File: src/rtl/pll_clk_gen.sv
`default_nettype none
// ============================================================================
// Module   : pll_clk_gen
// Purpose  : Digital stand-in for a vendor PLL. From the reference clock
//            clkin1 it derives five divided, phase-offset clocks with 50%
//            duty, and a sticky lock indicator.
// Ports    : clkin1   in  - reference clock (only clock of the block)
//            pll_rst  in  - asynchronous active-high reset
//            clkout0..clkout4 out - generated clocks (period ODIVn*Tclkin1)
//            pll_lock out - high once LOCK_CYCLES edges elapsed after reset
// Option   : PLL_CLK_LOCK_GATE_EN - when defined, every output is held low
//            until pll_lock and released without a truncated first pulse.
// Revision : 1.0 - initial release
// ============================================================================
module pll_clk_gen #(
  parameter real CLKIN_FREQ  = 50.0,  // MHz, informational only
  parameter int  ODIV0       = 1,
  parameter int  ODIV1       = 2,
  parameter int  ODIV2       = 4,
  parameter int  ODIV3       = 5,
  parameter int  ODIV4       = 10,
  parameter int  PHASE0      = 0,
  parameter int  PHASE1      = 0,
  parameter int  PHASE2      = 0,
  parameter int  PHASE3      = 0,
  parameter int  PHASE4      = 0,
  parameter int  LOCK_CYCLES = 256
) (
  input  logic clkin1,
  input  logic pll_rst,
  output logic clkout0,
  output logic clkout1,
  output logic clkout2,
  output logic clkout3,
  output logic clkout4,
  output logic pll_lock
);

  localparam int          NOUT          = 5;
  localparam int          ODIV_A  [NOUT] = '{ODIV0, ODIV1, ODIV2, ODIV3, ODIV4};
  localparam int          PHASE_A [NOUT] = '{PHASE0, PHASE1, PHASE2, PHASE3, PHASE4};
  localparam logic [15:0] LOCK_TGT      = 16'(LOCK_CYCLES);

  // The reference frequency only documents the intended operating point.
  if (CLKIN_FREQ <= 0.0) begin : g_freq_info
  end

  // --------------------------------------------------------------------------
  // Reset synchronizer: asserts with pll_rst, releases two clkin1 edges later.
  // --------------------------------------------------------------------------
  logic [1:0] sync_q;
  logic       rst_i;

  always_ff @(posedge clkin1 or posedge pll_rst) begin
    if (pll_rst) begin
      sync_q <= 2'b11;
    end else begin
      sync_q <= {sync_q[0], 1'b0};
    end
  end

  assign rst_i = sync_q[1];

  // --------------------------------------------------------------------------
  // Lock counter: saturates at LOCK_CYCLES; lock is set on the edge the
  // counter arrives there and is only cleared by reset.
  // --------------------------------------------------------------------------
  logic [15:0] lock_cnt_q;
  logic [15:0] lock_cnt_d;
  logic        lock_q;
  logic        lock_d;

  always_comb begin
    lock_cnt_d = lock_cnt_q;
    if (lock_cnt_q != LOCK_TGT) begin
      lock_cnt_d = lock_cnt_q + 16'd1;
    end
    lock_d = lock_q | (lock_cnt_d == LOCK_TGT);
  end

  always_ff @(posedge clkin1 or posedge rst_i) begin
    if (rst_i) begin
      lock_cnt_q <= 16'd0;
      lock_q     <= 1'b0;
    end else begin
      lock_cnt_q <= lock_cnt_d;
      lock_q     <= lock_d;
    end
  end

  assign pll_lock = lock_q;

  // --------------------------------------------------------------------------
  // Output dividers
  // --------------------------------------------------------------------------
  logic [NOUT-1:0] clk_out;

  for (genvar k = 0; k < NOUT; k++) begin : g_out
    localparam int D = ODIV_A[k];
    localparam int P = PHASE_A[k];

    logic raw;     // ungated divider output
    logic gate_q;  // falling-edge enable so it never cuts a high phase
    logic gate_d;
`ifdef PLL_CLK_LOCK_GATE_EN
    logic busy;    // divider high phase in progress at this falling edge
`endif

    if (D == 1) begin : g_bypass
      assign raw = clkin1;
`ifdef PLL_CLK_LOCK_GATE_EN
      // clkin1 is low right after its falling edge, so opening is always safe
      assign busy = 1'b0;
`endif
    end else begin : g_div
      localparam logic [9:0] LAST = 10'(D - 1);
      // Preloading with (D-P) mod D delays the counter sequence by P cycles.
      localparam logic [9:0] LOAD = 10'((D - P) % D);
      // (D+1)/2 equals D/2 for even D, so one threshold serves both cases.
      localparam logic [9:0] HIGH = 10'((D + 1) / 2);

      logic [9:0] cnt_q;
      logic [9:0] cnt_d;
      logic       p_q;
      logic       p_d;

      always_comb begin
        cnt_d = (cnt_q == LAST) ? 10'd0 : cnt_q + 10'd1;
        p_d   = (cnt_q < HIGH);
      end

      always_ff @(posedge clkin1 or posedge rst_i) begin
        if (rst_i) begin
          cnt_q <= LOAD;
          p_q   <= 1'b0;
        end else begin
          cnt_q <= cnt_d;
          p_q   <= p_d;
        end
      end

`ifdef PLL_CLK_LOCK_GATE_EN
      assign busy = p_q;
`endif

      if ((D % 2) == 0) begin : g_even
        assign raw = p_q;
      end else begin : g_odd
        // The falling-edge copy trims half a cycle off the (D+1)/2 high
        // phase, giving exactly D/2 input periods high.
        logic n_q;

        always_ff @(negedge clkin1 or posedge rst_i) begin
          if (rst_i) begin
            n_q <= 1'b0;
          end else begin
            n_q <= p_q;
          end
        end

        assign raw = p_q & n_q;
      end
    end

`ifdef PLL_CLK_LOCK_GATE_EN
    // Opens only while the divider is low, so the first pulse is full width.
    assign gate_d = lock_q & (gate_q | ~busy);
`else
    assign gate_d = 1'b1;
`endif

    always_ff @(negedge clkin1 or posedge rst_i) begin
      if (rst_i) begin
        gate_q <= 1'b0;
      end else begin
        gate_q <= gate_d;
      end
    end

    assign clk_out[k] = raw & gate_q;
  end

  assign clkout0 = clk_out[0];
  assign clkout1 = clk_out[1];
  assign clkout2 = clk_out[2];
  assign clkout3 = clk_out[3];
  assign clkout4 = clk_out[4];

endmodule
`default_nettype wire

File: config.mk
export PLATFORM = sky130hd
export DESIGN_NAME = pll_clk_gen
export DESIGN_NICKNAME = d
export VERILOG_FILES = /design/src/rtl/pll_clk_gen.sv
export SDC_FILE = /design/constraint.sdc
export NUM_CORES = 1
export LEC_CHECK = 0
export CAP_MARGIN = 20
export CORE_ASPECT_RATIO = 0.7
export CORE_MARGIN = 3
export CORE_UTILIZATION = 60
export CTS_CLUSTER_DIAMETER = 50
export CTS_CLUSTER_SIZE = 14
export DETAILED_ROUTE_END_ITERATION = 10
export GPL_ROUTABILITY_DRIVEN = 0
export MAX_ROUTING_LAYER = met4
export PLACE_DENSITY = 0.88
export SKIP_CTS_REPAIR_TIMING = 1
export SLEW_MARGIN = 20
export SYNTH_ARGS = -nofsm -noshare
export SYNTH_HDL_FRONTEND = slang
export SYNTH_SLANG_ARGS = --single-unit
File: constraint.sdc
create_clock -name clkin1 -period 3.7 [get_ports clkin1]
set_clock_uncertainty 0.1 [all_clocks]
set_input_delay 0.74 -clock clkin1 [delete_from_list [all_inputs] [get_ports clkin1]]
set_output_delay 0.74 -clock clkin1 [all_outputs]
set_load 0.005 [all_outputs]
# ---- Word-level counts from Yosys, hierarchy flattened
# Index checks and enable logic that the tools add are counted.
dict set report totals {
  register_bits 65
  wordCells 40
  in_bits 2
}
dict set report op_classes {
  eq_ne 6
  add_sub_neg 5
  n_lt_le_gt_ge 4
  muxes 5
  n_bitwise 7
}
# operator count
set ops {}
lappend ops {{$add 10x1->10 const B} 4}
lappend ops {{$mux 10} 4}
lappend ops {{$lt 10x2->1 const B} 2}
lappend ops {{$add 16x1->16 const B} 1}
lappend ops {{$eq 16x9->1 const B} 1}
lappend ops {{$mux 16} 1}
lappend ops {{$ne 16x9->1 const B} 1}
lappend ops {{$eq 10x1->1 const B} 1}
lappend ops {{$eq 10x2->1 const B} 1}
lappend ops {{$eq 10x3->1 const B} 1}
lappend ops {{$eq 10x4->1 const B} 1}
lappend ops {{$lt 10x1->1 const B} 1}
lappend ops {{$lt 10x3->1 const B} 1}
lappend ops {{$and 1x1->1} 6}
lappend ops {{$or 1x1->1} 1}

# ---- Depth between registers and ports, before layout
# Gate-level depths: netlist of the first run.
dict set report logic_depth {
  depth_word 4
  mapped_depth 7
}

==> impl_metrics.yaml, run 1 <==
routing:
  wire_per_inst_um: 15.3
  dr_wl_met3_um: 298
  antenna_left: 0
  post_drt_via_cell_ratio: 5.60
  highest_layer_used_for_signal_routing: "met4"
  routed_length_on_met2_um: 2480
  dr_total_vias: 2026
  first_iter_violations: 186
  drc_errors: 0
  met1_wire_length_um: 2600
  detail_route.wirelength_um: 5550
  drt-pass1-iter-count: 4
cells_and_area:
  layout.nets: 301
  drive_above_1_share: 0.133
  syn_to_final_growth_pct: 11.6
  design_area_final_um2: 3430
  diodes: 0
  final.fill_count: 321
global_route:
  grt_first_pass_wirelength_um: 9490
  grt_use_total: 0.215
  grt_pass1_vias: 2071
  grt_antenna_before_repair: 0
  grt_max_degree: 62
  global_route.overflow_total: 0
sta:
  setup_viol: 6
  hold_ws_ns: 0.240
  fin_ws_ns: -0.253
  rsz0062_at_grt: "true"
  slew-limit-headroom: 0.511
  worstMarginPinSlew_ns: 0.733
  slew_violations: 0
  final_hold_viol_count: 0
setup_path:
  critPathTopFamily: "flip-flops"
  criticalPathCategory: "reg2out"
  cp_max_fo: 4
  type_of_element_capturing_the_critical_path: "primary output"
  cp_cell_sequence: "buf_4 > and3_1 > clkbuf_2"
  critPathLaunchType: "flip-flop"
  slowest_cell_on_the_critical_path: "dfrtn_1"
  crit_arrival_ns: 3.11
  path_buf_inv: 2
  crit_path_max_incr_delay_ns: 0.44
  crit_path_required_time_ns: 2.86
run_status:
  violations: "setup timing"
  outcome: "complete, but fails checks"
synthesis:
  synthDominantCellAreaShare: 0.497
  synth.area.top_cells: "dfrtp_1 50%, xnor2_1 9.4%, ha_1 4.5%"
  syn-num-nets: 283
  synth_cell_types: 39
  cell_type_contributing_the_most_total_cell_area_after_synthesis: "dfrtp_1"
  synth_area_per_cell_um2: 11.4
  synthCells: 270
  seq_area_frac_synth: 0.530
  post_synth_instance_area_um2: 3070
  yosys_warnings: 0
  ys_seq_elements: 65
power:
  post-layout-total-power_uw: 1430
  worst_ir_drop_vdd_mv: 0.235
  power_density_nw_per_um2: 417
  power.leakage_uw: 0.00158
floorplan:
  floorplan.die_area_um2: 6030
  design.portCount: 8
  die_h_um: 65.9
  die-width_um: 91.6
  core.rowCount: 21
  fp.coreArea_um2: 4860
  floorplan.initialDensity: 0.632
hold_path:
  hold_path_class: "reg2reg"
placement:
  placement.io_buffers: 7
  dpl.hpwl_um: 3590
  post_dp_cell_area_um2: 3190
job:
  maxCapViolCount: 0
cts:
  path_clk_slew_ns: 0.07
  worstSkewPairLatency_ns: 0.45
  clock_tree_from_tritoncts: "done"
[where the power goes]
| part | switching (µW) | leakage (µW) | total, µW | internal (µW) |
|---|---|---|---|---|
| Combinational | 14.4 | 0.000580 | 17.6 | 3.21 |
| Sequential | 1.20 | 0.000869 | 714 | 713 |
| Clock | 284 | 0.000128 | 697 | 414 |
[cells in the final DEF, fill, tap and decap left out, types with 2 or more instances in the layout]
cell	count
ha_1	11
nand4_1	10
xor2_1	14
buf_4	2
nor4_1	10
dfrtp_1	61
conb_1	2
and2_4	2
dfrtn_1	2
and4_1	3
and2_1	7
nor3_1	7
nand3_1	18
dfstp_2	2
nor2_1	17
xnor2_1	33
or4_1	2
clkbuf_8	13
a21oi_1	3
nand2_1	16
clkdlybuf4s50_1	2
inv_1	12
and3_1	9
clkinvlp_4	3
nor2b_1	4
mux2i_1	3
buf_6	2
clkinv_2	2
clkbuf_2	2
[cell families (layout without fill, tap and decap cells)]
family | Yosys count | count (layout) | share of synthesized area
adder cells (fa/ha/maj) | 11 | 11 | 0.0448
other | 2 | 2 | 0.00244
multiplexers | 4 | 4 | 0.0147
AND/OR/NAND/NOR | 115 | 115 | 0.223
AO/OA/AOI/OAI | 8 | 8 | 0.0195
XOR/XNOR | 47 | 47 | 0.134
flip-flops | 65 | 65 | 0.530
buffers and inverters | 18 | 41 | 0.0322
[area by class of cell]
class | count | area, µm² | share of cell area
repair buffers | 8 | 61.3 | 0.0179
well taps | 69 | 86.3 | 0.0252
multi-input cells | 187 | 1350 | 0.394
flip-flops and latches | 65 | 1630 | 0.475
clock inverters | 5 | 55.1 | 0.0161
clock buffers | 15 | 194 | 0.0565
inverters | 13 | 52.6 | 0.0153
[synth_stat cells, drive strengths merged]
cell type,number
dfrtp,61
xnor2,33
nand3,19
nor2,17
nand2,16
xor2,14
inv,13
ha,11
nand4,11
nor4,11
and2,9
and3,9
nor3,8
buf,5
nor2b,4
a21oi,3
and4,3
mux2i,3
conb,2
dfrtn,2
dfstp,2
nor4b,2
or4,2
a21boi,1
a41oi,1
mux2,1
nor3b,1
o21ai,1
o21bai,1
o41ai,1
or2,1
or3,1
or4b,1
[flip-flops by register name, indices dropped and copies added, names as in the netlist]
| signal | cells |
|---|---|
| g_out.g_div.cnt_q | 40 |
| g_out.g_div.g_odd.n_q | 1 |
| g_out.g_div.p_q | 4 |
| g_out.gate_q | 1 |
| lock_cnt_q | 16 |
| pll_lock | 1 |
| sync_q | 2 |
[final timing paths]
kind                                       from                       end  slack, ns  cells past startpoint
worst max register to register    lock_cnt_q[0]                  pll_lock       1.20                      7
worst min-delay path                  sync_q[0]                 sync_q[1]       0.24                      0
worst min register to register        sync_q[0]                 sync_q[1]       0.24                      0
min in group asynchronous             sync_q[1]        g_out[4].g_div.p_q       0.44                      2
worst max-delay path            g_out[3].gate_q                   clkout3      -0.25                      3
max in group asynchronous             sync_q[1]  g_out[3].g_div.g_odd.n_q       1.59                      1
[through the flow]
step | utilization | worst slack [ns] | setup TNS (ns) | cells
3_3_place_gp | 0.657 | -0.0386 | -0.0797 | 342
4_1_cts | 0.706 | -0.564 | -2.71 | 361
3_5_place_dp | 0.657 | -0.0837 | -0.292 | 342
2_1_floorplan | - | 0.451 | 0 | 270
5_1_grt | 0.706 | -0.315 | -1.10 | 362
6_report | 0.706 | -0.253 | -0.814 | 362
[per-layer routing]
| layer | GRT usage | up-vias |
|---|---|---|
| li1 | - | 958 |
| met4 | 0.132 | 0 |
| met1 | 0.262 | 988 |
| met3 | 0.0910 | 19 |
| met2 | 0.297 | 61 |
| met5 | - | - |
(Power assumes the default switching activity.)
==> run 2: changes to the inputs <==
--- a/config.mk
+++ b/config.mk
@@ -5,12 +5,12 @@
 export SDC_FILE = /design/constraint.sdc
 export NUM_CORES = 1
 export LEC_CHECK = 0
+export ABC_AREA = 0
 export CAP_MARGIN = 20
 export CORE_ASPECT_RATIO = 0.7
 export CORE_MARGIN = 3
 export CORE_UTILIZATION = 60
 export CTS_CLUSTER_DIAMETER = 50
-export CTS_CLUSTER_SIZE = 14
 export DETAILED_ROUTE_END_ITERATION = 10
 export GPL_ROUTABILITY_DRIVEN = 0
 export MAX_ROUTING_LAYER = met4
==> constraint.sdc (replaced) <==
create_clock -name clkin1 -period 3.7 [get_ports clkin1]
set_clock_uncertainty 0.1 [all_clocks]
set_input_delay 0.37 -clock clkin1 [delete_from_list [all_inputs] [get_ports clkin1]]
set_output_delay 0.37 -clock clkin1 [all_outputs]
set_load 0.005 [all_outputs]
==> run 2 against run 1 <==
  * The run still ends with setup timing left
  * Design area grew 1.6%
  * Hold slack got worse by 0.045 ns
  * Routed wire length shrank 4.5%
  * Register-to-register slack gained 0.02 ns
  * Die area stayed put
  * Sequential share of layout area decreased by 0.75 points
  * Largest cell class unchanged
  * Highest routed layer unchanged
==> impl_metrics.yaml, run 2 (synthesis gave the netlist of run 1 again) <==
run_status:
  outcome: "complete, but fails checks"
  violations: "setup timing"
sta:
  slew_violations: 0
  final_hold_viol_count: 0
  setup_viol: 3
  rsz0062_at_grt: "true"
  fin_ws_ns: -0.154
  worstMarginPinSlew_ns: 0.715
  slew-limit-headroom: 0.524
cells_and_area:
  drive_above_1_share: 0.113
  layout_common_cells: "61 x dfrtp_1, 33 x xnor2_1, 18 x nand3_1"
  syn_to_final_growth_pct: 13.3
  final.fill_count: 318
  top_register: "g_out.g_div.cnt_q"
  regArea_um2: 1630
  diodes: 0
  layout_commonest_cell: "dfrtp_1"
  multi_input_gate_area_um2: 1350
  finish.cell_count_without_fillers: 362
  largest_reg_flops: 40
  layout.nets: 301
  biggest_registers_after_layout: "g_out.g_div.cnt_q x40, lock_cnt_q x16, g_out.g_div.p_q x4"
setup_path:
  critPathLaunchType: "flip-flop"
  crit_arrival_ns: 3.38
  crit_path_required_time_ns: 3.23
  cp_max_fo: 5
  type_of_element_capturing_the_critical_path: "primary output"
  criticalPathCategory: "reg2out"
floorplan:
  fp.coreArea_um2: 4860
  floorplan.die_area_um2: 6030
  design.portCount: 8
  core.rowCount: 21
  floorplan.initialDensity: 0.632
  die-width_um: 91.6
  die_h_um: 65.9
placement:
  post-place-ws_ns: 0.296
  dpl.cell_count: 342
  placement.io_buffers: 7
  dpl.hpwl_um: 3520
global_route:
  grt_first_pass_wirelength_um: 9310
  global_route.overflow_total: 0
  grt-busiest-layer: "met2"
  gr-usage-met3: 0.0842
  grt.met1_usage: 0.274
  global_route.usage.met2: 0.287
  grt_antenna_before_repair: 0
  grt_max_degree: 62
  grt_use_total: 0.210
  grt_pass1_vias: 1962
cts:
  path_clk_slew_ns: 0.07
  clock_tree_from_tritoncts: "done"
  worstSkewPairLatency_ns: 0.45
routing:
  dr_total_vias: 1984
  antenna_left: 0
  detail_route.wirelength_um: 5300
  first_iter_violations: 128
  drt-pass1-iter-count: 4
  post_drt_via_cell_ratio: 5.48
  wire_per_inst_um: 14.6
  drc_errors: 0
power:
  worst_ir_drop_vdd_mv: 0.289
  power_density_nw_per_um2: 434
  power.leakage_uw: 0.00163
job:
  maxCapViolCount: 0
hold_path:
  hold_path_class: "in2async"
## run 2: changes by cell type in the layout (fill, tap and decap cells not counted), sizes merged
| cell | before | now |
|---|---|---|
| dlymetal6s2s | 0 | 3 |
| clkinv | 2 | 1 |
| clkdlybuf4s50 | 2 | 4 |
| clkbuf | 16 | 15 |
| buf | 5 | 2 |
| clkinvlp | 3 | 2 |
| bufinv | 1 | 2 |
## run 2: path summary, 6_finish.rpt
path,startpoint,to,slack [ns],cells after the start
setup / recovery,g_out[3].gate_q,clkout0,-0.15,2
hold / removal,pll_rst,sync_q[1],0.19,2
setup reg to reg,g_out[3].g_div.p_q,g_out[3].g_div.g_odd.n_q,1.22,0
hold reg to reg,sync_q[0],sync_q[1],0.26,0
max in group asynchronous,sync_q[1],g_out[3].gate_q,1.59,1
min in group clkin1,sync_q[0],sync_q[1],0.26,0
## run 2: routing by layer
| metal | routed length [µm] | part of all wire |
|---|---|---|
| met5 | 0 | 0 |
| met2 | 2270 | 0.43 |
| met3 | 295 | 0.056 |
| met1 | 2630 | 0.50 |
| met4 | 104 | 0.020 |
## run 2: through the flow
stage	power [µW]	cell area (µm²)	TNS (ns)	hold WS, ns	util
final	1510	3480	-0.287	0.195	0.717
after global routing	1570	3480	-0.408	0.212	0.717
after CTS	1530	3460	-0.761	0.171	0.713
after detailed placement	762	3190	0	0.256	0.657
after global placement	761	3190	0	0.249	0.657
after floorplan	744	3080	0	0.182	-
## run 2: cell type report
cell class | count | share of cell area
Timing Repair Buffer | 8 | 0.0237
Multi-Input combinational cell | 187 | 0.388
Sequential cell | 65 | 0.468
Tap cell | 69 | 0.0248
Clock buffer | 16 | 0.0592
Inverter | 13 | 0.0151
Clock inverter | 4 | 0.0219
## run 2: power breakdown
| part | total [µW] | internal [µW] | switching, µW |
|---|---|---|---|
| sequential | 715 | 713 | 1.33 |
| clock | 780 | 499 | 281 |
| combinational | 18.1 | 4.06 | 14.0 |
| total | 1510 | 1220 | 297 |
## run 2: worst max-delay path, stage by stage (launching register included)
cell and delay, ns:
dfrtn_1 0.44, and2_1 0.14, clkdlybuf4s50_1 0.50
==> run 3: changes to the inputs <==
--- a/config.mk
+++ b/config.mk
@@ -15,6 +15,7 @@
 export GPL_ROUTABILITY_DRIVEN = 0
 export MAX_ROUTING_LAYER = met4
 export PLACE_DENSITY = 0.88
+export SETUP_SLACK_MARGIN = 0.05
 export SKIP_CTS_REPAIR_TIMING = 1
 export SLEW_MARGIN = 20
 export SYNTH_ARGS = -nofsm -noshare
==> results of run 3 <==
Final layout, timing and power as in run 2 (identical DEF).
